File: src/rtl/spi_frame_ctrl.sv
// spi_frame_ctrl: SPI mode-0 slave turning 32-bit host frames (33 with SPI_FRAME_PARITY_EN) into register reads/writes.
// Latency: pin edges act SYNC_STAGES+1 clk after the pin; o_addr 1 clk after bit 16, o_wr 1 clk after the last frame bit.
// Backpressure: none; the host must keep each SCLK phase >= 8 clk so read data is captured before falling edge 16.
module spi_frame_ctrl #(
    parameter int SYNC_STAGES = 2
) (
    input  logic        clk,
    input  logic        rst,
    input  logic        sclk,
    input  logic        cs_n,
    input  logic        mosi,
    output logic        o_miso,
    output logic        o_miso_oe,
    output logic [15:0] o_addr,
    output logic [15:0] o_wdata,
    output logic        o_wr,
    input  logic [15:0] i_rdata,
    output logic        o_busy,
    output logic        o_frame_err
);

`ifdef SPI_FRAME_PARITY_EN
    localparam logic [5:0] FRAME_CNT = 6'd33;
`else
    localparam logic [5:0] FRAME_CNT = 6'd32;
`endif

    typedef enum logic [2:0] {
        ST_IDLE,
        ST_HEADER,
        ST_RD_WAIT,
        ST_DATA,
        ST_TAIL,
        ST_WAIT_CS
    } state_t;

    logic [SYNC_STAGES-1:0] sclk_sync_q, sclk_sync_d;
    logic [SYNC_STAGES-1:0] cs_sync_q, cs_sync_d;
    logic [SYNC_STAGES-1:0] mosi_sync_q, mosi_sync_d;
    logic                   sclk_prev_q, sclk_prev_d;
    logic                   cs_prev_q, cs_prev_d;
    state_t                 state_q, state_d;
    logic [5:0]             cnt_q, cnt_d;
    logic [15:0]            rx_q, rx_d;
    logic [15:0]            tx_q, tx_d;
    logic                   is_wr_q, is_wr_d;
    logic                   wait_q, wait_d;
    logic [15:0]            addr_q, addr_d;
    logic [15:0]            wdata_q, wdata_d;
    logic                   wr_q, wr_d;
    logic                   miso_q, miso_d;
    logic                   miso_oe_q, miso_oe_d;
    logic                   busy_q, busy_d;
    logic                   frame_err_q, frame_err_d;
`ifdef SPI_FRAME_PARITY_EN
    logic                   par_acc_q, par_acc_d;
    logic                   rd_par_q, rd_par_d;
    logic                   par_bad_q, par_bad_d;
`endif

    logic sclk_s, cs_s, mosi_s;
    logic sclk_rise, sclk_fall, cs_rise, cs_fall;
    logic active;

    assign sclk_s    = sclk_sync_q[SYNC_STAGES-1];
    assign cs_s      = cs_sync_q[SYNC_STAGES-1];
    assign mosi_s    = mosi_sync_q[SYNC_STAGES-1];
    assign sclk_rise = sclk_s & ~sclk_prev_q;
    assign sclk_fall = ~sclk_s & sclk_prev_q;
    assign cs_rise   = cs_s & ~cs_prev_q;
    assign cs_fall   = ~cs_s & cs_prev_q;
    assign active    = (state_q == ST_HEADER) || (state_q == ST_RD_WAIT) ||
                       (state_q == ST_DATA) || (state_q == ST_TAIL);

    assign o_miso      = miso_q;
    assign o_miso_oe   = miso_oe_q;
    assign o_addr      = addr_q;
    assign o_wdata     = wdata_q;
    assign o_wr        = wr_q;
    assign o_busy      = busy_q;
    assign o_frame_err = frame_err_q;

    // next-state logic: synchronisers, bit capture, MISO shifting and frame sequencing
    always_comb begin
        sclk_sync_d = {sclk_sync_q[SYNC_STAGES-2:0], sclk};
        cs_sync_d   = {cs_sync_q[SYNC_STAGES-2:0], cs_n};
        mosi_sync_d = {mosi_sync_q[SYNC_STAGES-2:0], mosi};
        sclk_prev_d = sclk_s;
        cs_prev_d   = cs_s;
        miso_oe_d   = ~cs_s;
        state_d     = state_q;
        cnt_d       = cnt_q;
        rx_d        = rx_q;
        tx_d        = tx_q;
        is_wr_d     = is_wr_q;
        wait_d      = wait_q;
        addr_d      = addr_q;
        wdata_d     = wdata_q;
        miso_d      = miso_q;
        busy_d      = busy_q;
        wr_d        = 1'b0;
        frame_err_d = 1'b0;
`ifdef SPI_FRAME_PARITY_EN
        par_acc_d   = par_acc_q;
        rd_par_d    = rd_par_q;
        par_bad_d   = par_bad_q;
`endif

        // Header and data bits share one 16-bit buffer: bit n lands at 15 - (n mod 16).
        if (active && sclk_rise) begin
            cnt_d = (cnt_q == 6'd63) ? cnt_q : cnt_q + 6'd1;
            if (cnt_q < 6'd32) begin
                rx_d[4'd15 - cnt_q[3:0]] = mosi_s;
            end
`ifdef SPI_FRAME_PARITY_EN
            par_acc_d = par_acc_q ^ mosi_s;
`endif
        end

        // Fall k happens with k rises counted; read data occupies falls 16..31.
        if (active && sclk_fall) begin
            miso_d = 1'b0;
            if (!is_wr_q && (cnt_q >= 6'd16) && (cnt_q < 6'd32)) begin
                miso_d = tx_q[15];
                tx_d   = {tx_q[14:0], 1'b0};
            end
`ifdef SPI_FRAME_PARITY_EN
            if (!is_wr_q && (cnt_q == 6'd32)) begin
                miso_d = rd_par_q;
            end
`endif
        end

        unique case (state_q)
            ST_IDLE: begin
                miso_d = 1'b0;
                if (cs_fall) begin
                    state_d = ST_HEADER;
                    cnt_d   = 6'd0;
                    is_wr_d = 1'b0;
                    busy_d  = 1'b1;
`ifdef SPI_FRAME_PARITY_EN
                    par_acc_d = 1'b0;
                    par_bad_d = 1'b0;
`endif
                end
            end
            ST_HEADER: begin
                if (sclk_rise && (cnt_d == 6'd16)) begin
                    state_d = ST_RD_WAIT;
                    addr_d  = {1'b0, rx_d[14:0]};
                    is_wr_d = rx_d[15];
                    wait_d  = 1'b0;
                end
            end
            ST_RD_WAIT: begin
                // First cycle lets the register bus see o_addr; second captures its data.
                if (!wait_q) begin
                    wait_d = 1'b1;
                end else begin
                    tx_d    = i_rdata;
                    state_d = ST_DATA;
`ifdef SPI_FRAME_PARITY_EN
                    rd_par_d = ~^i_rdata;
`endif
                end
            end
            ST_DATA: begin
                if (sclk_rise && (cnt_d == FRAME_CNT)) begin
                    state_d = ST_TAIL;
                    if (is_wr_q) begin
`ifdef SPI_FRAME_PARITY_EN
                        if (par_acc_d) begin
                            wr_d    = 1'b1;
                            wdata_d = rx_d;
                        end else begin
                            par_bad_d = 1'b1;
                        end
`else
                        wr_d    = 1'b1;
                        wdata_d = rx_d;
`endif
                    end
                end
            end
            ST_TAIL: begin
                state_d = ST_TAIL;
            end
            ST_WAIT_CS: begin
                if (cs_s) begin
                    state_d = ST_IDLE;
                end
            end
            default: begin
                state_d = ST_WAIT_CS;
            end
        endcase

        // CS release ends any frame; a commit landing on the same cycle still stands.
        if (active && cs_rise) begin
            state_d = ST_IDLE;
            busy_d  = 1'b0;
            miso_d  = 1'b0;
            if ((cnt_d != 6'd0) && (cnt_d < FRAME_CNT)) begin
                frame_err_d = 1'b1;
            end
`ifdef SPI_FRAME_PARITY_EN
            if (par_bad_d) begin
                frame_err_d = 1'b1;
            end
`endif
        end
    end

    // registers; CS synchroniser resets to "selected" so a frame in flight at reset is not taken as idle
    always_ff @(posedge clk) begin
        if (rst) begin
            sclk_sync_q <= '0;
            cs_sync_q   <= '0;
            mosi_sync_q <= '0;
            sclk_prev_q <= 1'b0;
            cs_prev_q   <= 1'b0;
            state_q     <= ST_WAIT_CS;
            cnt_q       <= 6'd0;
            rx_q        <= 16'h0;
            tx_q        <= 16'h0;
            is_wr_q     <= 1'b0;
            wait_q      <= 1'b0;
            addr_q      <= 16'h0;
            wdata_q     <= 16'h0;
            wr_q        <= 1'b0;
            miso_q      <= 1'b0;
            miso_oe_q   <= 1'b0;
            busy_q      <= 1'b0;
            frame_err_q <= 1'b0;
`ifdef SPI_FRAME_PARITY_EN
            par_acc_q   <= 1'b0;
            rd_par_q    <= 1'b0;
            par_bad_q   <= 1'b0;
`endif
        end else begin
            sclk_sync_q <= sclk_sync_d;
            cs_sync_q   <= cs_sync_d;
            mosi_sync_q <= mosi_sync_d;
            sclk_prev_q <= sclk_prev_d;
            cs_prev_q   <= cs_prev_d;
            state_q     <= state_d;
            cnt_q       <= cnt_d;
            rx_q        <= rx_d;
            tx_q        <= tx_d;
            is_wr_q     <= is_wr_d;
            wait_q      <= wait_d;
            addr_q      <= addr_d;
            wdata_q     <= wdata_d;
            wr_q        <= wr_d;
            miso_q      <= miso_d;
            miso_oe_q   <= miso_oe_d;
            busy_q      <= busy_d;
            frame_err_q <= frame_err_d;
`ifdef SPI_FRAME_PARITY_EN
            par_acc_q   <= par_acc_d;
            rd_par_q    <= rd_par_d;
            par_bad_q   <= par_bad_d;
`endif
        end
    end

endmodule
File: config.mk
export PLATFORM = sky130hd
export DESIGN_NAME = spi_frame_ctrl
export DESIGN_NICKNAME = d
export VERILOG_FILES = /design/src/rtl/spi_frame_ctrl.sv
export SDC_FILE = /design/constraint.sdc
export NUM_CORES = 1
export LEC_CHECK = 0
export ABC_AREA = 1
export ABC_CLOCK_PERIOD_IN_PS = 5400
export CAP_MARGIN = 25
export CORE_MARGIN = 1.5
export CORE_UTILIZATION = 25
export CTS_CLUSTER_DIAMETER = 120
export CTS_CLUSTER_SIZE = 12
export DETAILED_ROUTE_END_ITERATION = 8
export SLEW_MARGIN = 30
export SYNTH_ARGS = -nofsm -noshare
export SYNTH_HDL_FRONTEND = slang
export SYNTH_SLANG_ARGS = --single-unit
File: constraint.sdc
create_clock -name clk -period 5.4 [get_ports clk]
set_input_delay 0.54 -clock clk [delete_from_list [all_inputs] [get_ports clk]]
set_output_delay 0.54 -clock clk [all_outputs]
set_load 0.01 [all_outputs]
==> flow_metrics.py, run 1 <==
metrics = {
    "synthesis": {
        "ys.flop_type": "dfxtp_1",
        "synth_top_area_frac": 0.4536,
        "synthCells": 523,
        "synth-edff-count": 0,
        "synth_seq_cells": 87,
        "synth_area_um2": 3840,
        "netlist_top_cells_area": "dfxtp_1, nand2_1, inv_1",
        "syn-num-nets": 548,
        "yosysSeqAreaShare": 0.4536,
        "synth_cell_types": 31,
        "yosys-top-cells-count": "nand2_1, dfxtp_1, inv_1, nor2_1, a21oi_1",
        "yosysMostFrequentCell": "nand2_1",
        "async_flop_share": 0,
        "avgSynthCellArea_um2": 7.342,
        "synth.largest_area_cell": "dfxtp_1",
        "ys_warn_count": 0,
    },
    "route": {
        "avgViaCountPerCell": 4.260,
        "route.vias.total": 3255,
        "routed.top_layer": "met4",
        "wirelength_mm": 8.670,
        "first_iter_violations": 117,
        "wl_met1_mm": 4.346,
        "postRouteAntennaNets": 0,
        "wl_per_cell_um": 11.35,
        "wl_met3_um": 247,
        "dr.pass1.iters": 5,
        "wl_met2_mm": 3.898,
        "drc": 0,
    },
    "cts": {
        "ctsResizeCount": 0,
        "clockRootBuffer": "clkbuf_16",
        "clk_pin_slew_ps": 60,
        "cts-htree-levels": 3,
        "insertion_delay_ps": 350,
        "holdBufCountCts": 0,
        "numCtsBuffers": 9,
        "cts_buffer_depth": 2,
        "cts_setup_buffers": 0,
        "cts_tree": "yes",
        "cts_sinks": 87,
    },
    "critical_path": {
        "crit_buf_inv": 2,
        "crit_arrival_ps": 2730,
        "crit_required_ps": 5620,
        "crit_top_cell": "nand2_1",
        "critPathCaptureType": "flip-flop",
        "crit_fanout": 30,
        "cp-start-kind": "flip-flop",
        "cpLargestDelayFamily": "simple AND/OR/NAND/NOR gates",
        "critPathMaxStageDelay_ps": 500,
        "path_cells": "ha_1, inv_1, nor2_4, nand2_2, nand3_2, nand2_1, nand2_1, nand2_1, nor2_4, nand2_2, nor2_4, inv_1, nand2_1, a21oi_1",
        "slowest_stage": "nor2_4",
        "worstSetupPathType": "reg2reg",
    },
    "sta": {
        "min_period_ps": 2507,
        "fmaxAchievable_mhz": 398.9,
        "period_share": 0.4642,
        "whs_ps": 401.6,
        "slew_headroom": 0.5628,
        "worstMarginPinSlew_ps": 650.8,
        "hold_viol_final": 0,
        "setup_violations": 0,
        "maxSlewViolCount": 0,
        "setup-tns-final_ps": 0,
        "grt_setup_unrepaired": "no",
        "skew_ps": 7.430,
    },
    "placed_design": {
        "io_buffers": 56,
        "hpwl_mm": 6.238,
        "place_congestion": 0.8266,
    },
    "floorplanning": {
        "core-area_um2": 15090,
        "die_w_um": 126.9,
        "boundaryPins": 58,
        "fp.dieH_um": 126.9,
        "rows": 45,
        "start_util": 0.2545,
        "die_area_um2": 16110,
    },
    "global_route": {
        "grt_pass1_vias": 2960,
        "grt_antenna_before_repair": 0,
        "grt_first_pass_wirelength_mm": 14.57,
        "grt.total_usage": 0.1126,
        "gr-total-overflow": 0,
        "grt_max_degree": 34,
    },
    "run_status": {
        "status": "completed",
    },
    "pwr": {
        "p_leak_nw": 2.084,
        "powerDensity_nw_per_um2": 311.0,
        "peakVddDrop_mv": 0.1257,
    },
    "finish": {
        "drive_gt1_frac": 0.07639,
        "area_growth_pct": 26.10,
        "n_antenna_cell": 0,
        "fin_nets": 596,
    },
    "hold_path": {
        "hp-class": "reg2reg",
    },
    "flow_run": {
        "cap_violations": 0,
    },
}
## metrics by stage
step	cells	cell area [µm²]	worst slack, ps	utilization	total power [W]
2_1_floorplan	523	3840	3517	-	0.0008302
3_3_place_gp	748	4537	2847	0.3007	0.0008823
3_5_place_dp	748	4537	2854	0.3007	0.0008832
4_1_cts	764	4842	2865	0.3209	0.001524
5_1_grt	764	4842	2604	0.3209	0.001581
6_report	764	4842	2893	0.3209	0.001506
## routing by layer
layer / vias to the layer above / GRT usage
met5: - / 0
met4: 0 / 0.05615
met3: 14 / 0.01856
met2: 59 / 0.1771
met1: 1433 / 0.1493
li1: 1749 / -
## cells in the final DEF (no fill, tap or decap), drive strengths merged
cell	n
nor3	8
nor2	72
o21bai	8
clkinv	2
conb	1
o21ai	51
clkbuf	10
nand3b	1
a21oi	43
o211ai	7
mux2i	1
buf	2
nand4	7
clkdlybuf4s50	56
dfxtp	87
nand3	13
o21a	12
a211oi	2
bufinv	1
ha	4
inv	91
nand2	97
## flip-flops by register name, indices dropped and copies added (netlist names)
name         cells
cnt_q            6
rx_q            16
o_addr          15
o_busy           1
o_wr             1
tx_q            16
cs_sync_q        2
o_miso           1
cs_prev_q        1
o_miso_oe        1
sclk_prev_q      1
o_wdata         16
sclk_sync_q      2
mosi_sync_q      2
o_frame_err      1
is_wr_q          1
wait_q           1
state_q          3
## worst paths after layout
kind,start,endpoint,slack (ps),cells after the start
worst max-delay path,cnt_q[0],o_wdata[4],2890,14
worst min-delay path,cs_sync_q[0],cs_sync_q[1],400,2
worst max register to register,cnt_q[0],o_wdata[4],2890,14
worst min register to register,cs_sync_q[0],cs_sync_q[1],400,2
## cell type report
cell class | count | area (µm²)
fill | 1643 | 10250
tap | 188 | 235.2
multi-input combinational | 327 | 1654
clock inverter | 6 | 66.31
inverter | 88 | 330.3
timing repair buffer | 58 | 575.6
clock buffer | 10 | 239.0
sequential | 87 | 1742
## cell families after synthesis
logic type,synth area share
other,0.0009766
AO/OA/AOI/OAI,0.1880
AND/OR/NAND/NOR,0.2261
flip-flops,0.4536
buffers and inverters,0.1157
multiplexers,0.002607
adder cells (fa/ha/maj),0.01303
## power breakdown
part,internal [W],total (W),switching [W],leakage [nW]
registers,0.000657,0.000678,0.0000212,0.703
logic,0.0000689,0.000191,0.000122,1.23
clock network,0.000374,0.000636,0.000262,0.154
total,0.00110,0.00151,0.000406,2.08
## worst reg2reg max path, cell delays in order (launching register included)
cell     delay, ps
dfxtp_1        420
ha_1           250
inv_1          100
nor2_4         120
nand2_2         90
nand3_2         90
nand2_1         50
nand2_1         70
nand2_1         90
nor2_4         160
nand2_2         90
nor2_4         500
inv_1          190
nand2_1        100
a21oi_1         60
No activity file was read; power rests on OpenSTA's default activity.
==> inputs of run 2 (changes only) <==
--- a/config.mk
+++ b/config.mk
@@ -6,7 +6,7 @@
 export NUM_CORES = 1
 export LEC_CHECK = 0
 export ABC_AREA = 1
-export ABC_CLOCK_PERIOD_IN_PS = 5400
+export ABC_CLOCK_PERIOD_IN_PS = 2000
 export CAP_MARGIN = 25
 export CORE_MARGIN = 1.5
 export CORE_UTILIZATION = 25
==> constraint.sdc (replaced) <==
create_clock -name clk -period 2 [get_ports clk]
set_input_delay 0.2 -clock clk [delete_from_list [all_inputs] [get_ports clk]]
set_output_delay 0.2 -clock clk [all_outputs]
set_load 0.01 [all_outputs]
==> flow_metrics.py, run 2 (same netlist as run 1, synthesis figures left out) <==
metrics = {
    "global_route": {
        "grt_pass1_vias": 3304,
        "grt_max_degree": 33,
        "gr-total-overflow": 0,
        "grt_first_pass_wirelength_mm": 15.95,
        "grt_antenna_before_repair": 0,
        "grt.total_usage": 0.1243,
    },
    "pwr": {
        "combPwrFrac": 0.159,
        "p_total_w": 0.004106,
        "peakVddDrop_mv": 0.3879,
        "powerDensity_nw_per_um2": 762.2,
        "p_sw_w": 0.001153,
        "p_int_w": 0.002952,
        "p_sw_frac": 0.2809,
        "p_seq_frac": 0.450,
        "p_leak_nw": 2.267,
        "pwr-share-clk": 0.392,
    },
    "sta": {
        "setup_ws_ps": 45.48,
        "setup-tns-final_ps": 0,
        "fmaxAchievable_mhz": 511.6,
        "min_period_ps": 1955,
        "grt_setup_unrepaired": "yes",
        "slew_headroom": 0.5851,
        "maxSlewViolCount": 0,
        "hold_viol_final": 0,
        "setup_violations": 0,
        "period_share": 0.9773,
        "worstMarginPinSlew_ps": 615.8,
        "skew_ps": 9.723,
    },
    "placed_design": {
        "hpwl_mm": 6.592,
        "dp_slack_ps": -79.72,
        "place_congestion": 0.9230,
        "io_buffers": 56,
        "place_area_um2": 4727,
    },
    "critical_path": {
        "crit_end": "o_wdata[11]",
        "r2r_start": "cnt_q[1]",
        "crit_top_cell": "nand2_2",
        "r2r_setup_slack_ps": 50,
        "crit_required_ps": 2280,
        "worstRegToRegCells": 15,
        "critPathCaptureType": "flip-flop",
        "worstSetupPathType": "reg2reg",
        "crit_start": "cnt_q[1]",
        "rr_endpoint": "o_wdata[11]",
        "critPathMaxStageDelay_ps": 380,
        "path_cells": "ha_4, inv_4, nor2_4, nand2_2, nand3_2, nand2_1, nand2_2, nand2_2, nor2_4, nand2_2, nor2_4, buf_6, buf_16, o21ai_2, a21oi_2",
        "crit_arrival_ps": 2230,
        "cp-start-kind": "flip-flop",
        "slowest_stage": "dfxtp_4",
        "crit_fanout": 7,
    },
    "floorplanning": {
        "fp.dieH_um": 126.9,
        "start_util": 0.2545,
        "rows": 45,
        "die_area_um2": 16110,
        "core-area_um2": 15090,
        "boundaryPins": 58,
        "die_w_um": 126.9,
    },
    "flow_run": {
        "cap_violations": 0,
    },
    "route": {
        "wirelength_mm": 10.11,
        "drc": 0,
        "wl_met2_mm": 4.898,
        "wl_per_cell_um": 12.58,
        "postRouteAntennaNets": 0,
        "dr.pass1.iters": 4,
        "routed.top_layer": "met4",
        "wl_met1_mm": 4.711,
        "route.vias.total": 3472,
        "wl_met3_um": 274,
        "first_iter_violations": 154,
        "avgViaCountPerCell": 4.324,
    },
    "finish": {
        "final_cell_mix": "nand2_1, inv_1, dfxtp_1",
        "postLayoutCoreUtil": 0.3570,
        "drive_gt1_frac": 0.2065,
        "n_antenna_cell": 0,
        "fin_nets": 635,
        "final_area_um2": 5386,
        "area_growth_pct": 40.27,
        "final_common_cell": "nand2_1",
        "final.fill_count": 1567,
    },
    "cts": {
        "insertion_delay_ps": 340,
        "cts-htree-levels": 3,
        "holdBufCountCts": 0,
        "numCtsBuffers": 9,
        "cts_sinks": 87,
        "clockRootBuffer": "clkbuf_16",
        "cts_tree": "yes",
        "clk_pin_slew_ps": 70,
        "cts_buffer_depth": 2,
    },
    "hold_path": {
        "hp-class": "reg2reg",
    },
    "run_status": {
        "status": "completed",
    },
}
==> run 2: cell count changes in the layout (fill, tap and decap cells not counted), sizes merged <==
cell,delta
inv,-4
buf,+37
clkinv,-1
clkinvlp,+6
bufinv,-1
clkbuf,+2
==> run 2: stage by stage <==
stage / hold slack [ps] / instances
global placement: 392.7 / 770
global route: 435.0 / 803
detailed placement: 395.2 / 770
finish: 401.9 / 803
floorplan: 307.0 / 523
CTS: 404.3 / 795
==> run 2: layer usage <==
metal  up-vias  track usage
li1       1813            -
met2        49       0.2139
met3        16      0.02235
met1      1594       0.1526
met5         -            0
met4         0      0.05214
==> run 2: critical path: cells and delay by family, from the launching register on <==
family | cells | cell delay [ps]
buf+inv | 3 | 330
simple gates | 9 | 840
flops | 1 | 380
fa+ha+maj | 1 | 170
compound gates | 2 | 150
==> run 2: worst min-delay path by stage <==
| stage | slack, ps | cells after the start | to | start |
|---|---|---|---|---|
| after floorplan | 310 | 2 | cs_sync_q[0] | cs_n |
| after global placement | 390 | 2 | sclk_sync_q[1] | sclk_sync_q[0] |
| after detailed placement | 400 | 2 | cs_sync_q[1] | cs_sync_q[0] |
| after CTS | 400 | 2 | cs_sync_q[1] | cs_sync_q[0] |
| after global routing | 440 | 3 | sclk_sync_q[0] | sclk |
| final | 400 | 2 | cs_sync_q[1] | cs_sync_q[0] |
==> run 2: area by class of cell <==
class	count	area, µm²	share of cell area
Timing Repair Buffer	96	919.6	0.1707
Timing Repair inverter	1	7.507	0.001394
Multi-Input combinational cell	327	1833	0.3403
Inverter	88	340.3	0.06318
Clock buffer	11	252.7	0.04692
Tap cell	188	235.2	0.04367
Clock inverter	5	40.04	0.007433
Sequential cell	87	1758	0.3264
==> run 2: timing repair <==
action,4_1_cts,5_1_grt
cloned,2,2
resized for setup,14,51
setup endpoints to repair,31,49
pin swaps,3,23
setup buffers,7,8
==> run 2: power groups by stage <==
stage | logic [W] | registers (W) | clock network [W]
2_1_floorplan | 0.000385 | 0.00186 | 0
3_3_place_gp | 0.000556 | 0.00186 | 0
3_5_place_dp | 0.000545 | 0.00186 | 0
4_1_cts | 0.000588 | 0.00183 | 0.00166
5_1_grt | 0.000720 | 0.00185 | 0.00172
6_report | 0.000652 | 0.00185 | 0.00161
==> inputs of run 3 (changes only) <==
--- a/config.mk
+++ b/config.mk
@@ -13,6 +13,7 @@
 export CTS_CLUSTER_DIAMETER = 120
 export CTS_CLUSTER_SIZE = 12
 export DETAILED_ROUTE_END_ITERATION = 8
+export PLACE_DENSITY = 0.54
 export SLEW_MARGIN = 30
 export SYNTH_ARGS = -nofsm -noshare
 export SYNTH_HDL_FRONTEND = slang
==> flow_metrics.py, run 3 (same netlist as run 1, synthesis figures left out) <==
metrics = {
    "run_status": {
        "status": "completed",
    },
    "floorplanning": {
        "core-area_um2": 15090,
        "die_w_um": 126.9,
        "boundaryPins": 58,
        "rows": 45,
        "fp.dieH_um": 126.9,
        "die_area_um2": 16110,
        "start_util": 0.2545,
    },
    "finish": {
        "multi_input_area_um2": 1728,
        "area_growth_pct": 36.14,
        "final.fill_count": 1599,
        "regArea_um2": 1754,
        "final_common_cell": "nand2_1",
        "final_area_um2": 5228,
        "drive_gt1_frac": 0.1689,
        "n_antenna_cell": 0,
        "fin_nets": 630,
        "final_cell_mix": "nand2_1, dfxtp_1, inv_1",
    },
    "sta": {
        "grt_setup_unrepaired": "yes",
        "setup_violations": 0,
        "slew_headroom": 0.6566,
        "min_period_ps": 1963,
        "period_share": 0.9814,
        "fmaxAchievable_mhz": 509.5,
        "hold_viol_final": 0,
        "worstMarginPinSlew_ps": 509.7,
        "skew_ps": 12.20,
        "whs_ps": 378.9,
        "maxSlewViolCount": 0,
    },
    "critical_path": {
        "r2r_start": "cnt_q[1]",
        "crit_fanout": 11,
        "cp-start-kind": "flip-flop",
        "crit_arrival_ps": 2240,
        "worstRegToRegCells": 14,
        "critPathCaptureType": "flip-flop",
        "worstSetupPathType": "reg2reg",
        "crit_required_ps": 2270,
        "crit_start": "cnt_q[1]",
    },
    "pwr": {
        "powerDensity_nw_per_um2": 794.5,
        "combPwrFrac": 0.165,
        "p_leak_nw": 2.264,
        "p_int_w": 0.002987,
        "pwr-share-clk": 0.399,
        "p_seq_frac": 0.437,
        "p_total_w": 0.004153,
        "p_sw_w": 0.001167,
        "peakVddDrop_mv": 0.3510,
        "p_sw_frac": 0.2809,
    },
    "global_route": {
        "grt_util_met1": 0.1554,
        "met3_usage": 0.03037,
        "grt.total_usage": 0.1206,
        "use_met2": 0.1976,
        "grt_first_pass_wirelength_mm": 15.66,
        "grt_pass1_vias": 3281,
        "grt_max_degree": 49,
        "grt_antenna_before_repair": 0,
        "top_usage_layer": "met2",
        "gr-total-overflow": 0,
    },
    "placed_design": {
        "hpwl_mm": 6.545,
        "place_congestion": 0.8793,
        "place_area_um2": 4747,
        "io_buffers": 56,
    },
    "cts": {
        "numCtsBuffers": 9,
        "insertion_delay_ps": 340,
        "cts_tree": "yes",
        "cts-htree-levels": 3,
        "holdBufCountCts": 0,
        "cts_buffer_depth": 2,
        "clk_pin_slew_ps": 70,
        "cts_sinks": 87,
        "clockRootBuffer": "clkbuf_16",
    },
    "route": {
        "avgViaCountPerCell": 4.358,
        "postRouteAntennaNets": 0,
        "wl_per_cell_um": 12.00,
        "route.vias.total": 3478,
        "drc": 0,
        "wirelength_mm": 9.573,
        "first_iter_violations": 204,
        "dr.pass1.iters": 5,
    },
    "hold_path": {
        "hold_depth": 3,
        "hp-class": "in2reg",
        "hold_start": "mosi",
    },
    "flow_run": {
        "cap_violations": 0,
    },
}
[run 3: cell count changes in the layout (fill, tap and decap cells not counted), sizes merged]
cell / before / now
clkbuf: 12 / 11
inv: 87 / 90
buf: 39 / 35
clkinvlp: 6 / 3
[run 3: path summary, 6_finish.rpt]
path | slack, ps | to
min reg2reg | 400 | cs_sync_q[1]
max reg2reg | 40 | o_wdata[12]
max | 40 | o_wdata[12]
min | 380 | mosi_sync_q[0]
[run 3: through the flow]
| step | util | cells | worst slack [ps] | setup TNS (ps) |
|---|---|---|---|---|
| after floorplan | - | 523 | 117.3 | 0 |
| after global placement | 0.3146 | 771 | 30.78 | 0 |
| after detailed placement | 0.3146 | 771 | -55.05 | -793.5 |
| after CTS | 0.3388 | 790 | 2.454 | 0 |
| after global routing | 0.3464 | 798 | -63.60 | -900.5 |
| final | 0.3464 | 798 | 37.24 | 0 |
[run 3: layout make-up]
class / instances / share of cell area
clock buffer: 11 / 0.04835
tap: 188 / 0.04500
inverter: 88 / 0.06438
timing repair inverter: 1 / 0.001436
timing repair buffer: 91 / 0.1673
sequential: 87 / 0.3356
multi-input combinational: 327 / 0.3305
clock inverter: 5 / 0.007420
[run 3: timing repair]
action / 4_1_cts / 5_1_grt
gates cloned: 1 / 1
gates resized for setup: 8 / 29
endpoints found under the setup margin: 30 / 48
pin swaps: 0 / 13
buffers inserted: 2 / 8
[run 3: per-layer routing]
layer	part of all wire	wire length, µm
met1	0.49	4667
met2	0.47	4488
met3	0.029	275
met4	0.015	142
met5	0	0
[run 3: worst max-delay path, stage by stage, from the launching register on]
cell and delay (ps):
dfxtp_4 380, ha_4 170, inv_4 40, nor2_4 100, nand2_4 80, nand3_2 90, nand2_2 60, nand2_2 70
nand2_2 70, nor2_4 150, nand2_2 100, nor2_4 220, buf_12 170, o21ai_1 60, a21oi_1 120
[run 3: power groups by stage]
stage               Clock [W]  Combinational [W]  Sequential [W]
floorplan                   0           0.000385         0.00186
global placement            0           0.000594         0.00185
detailed placement          0           0.000600         0.00185
CTS                   0.00170           0.000614         0.00181
global route          0.00178           0.000762         0.00182
finish                0.00166           0.000683         0.00181
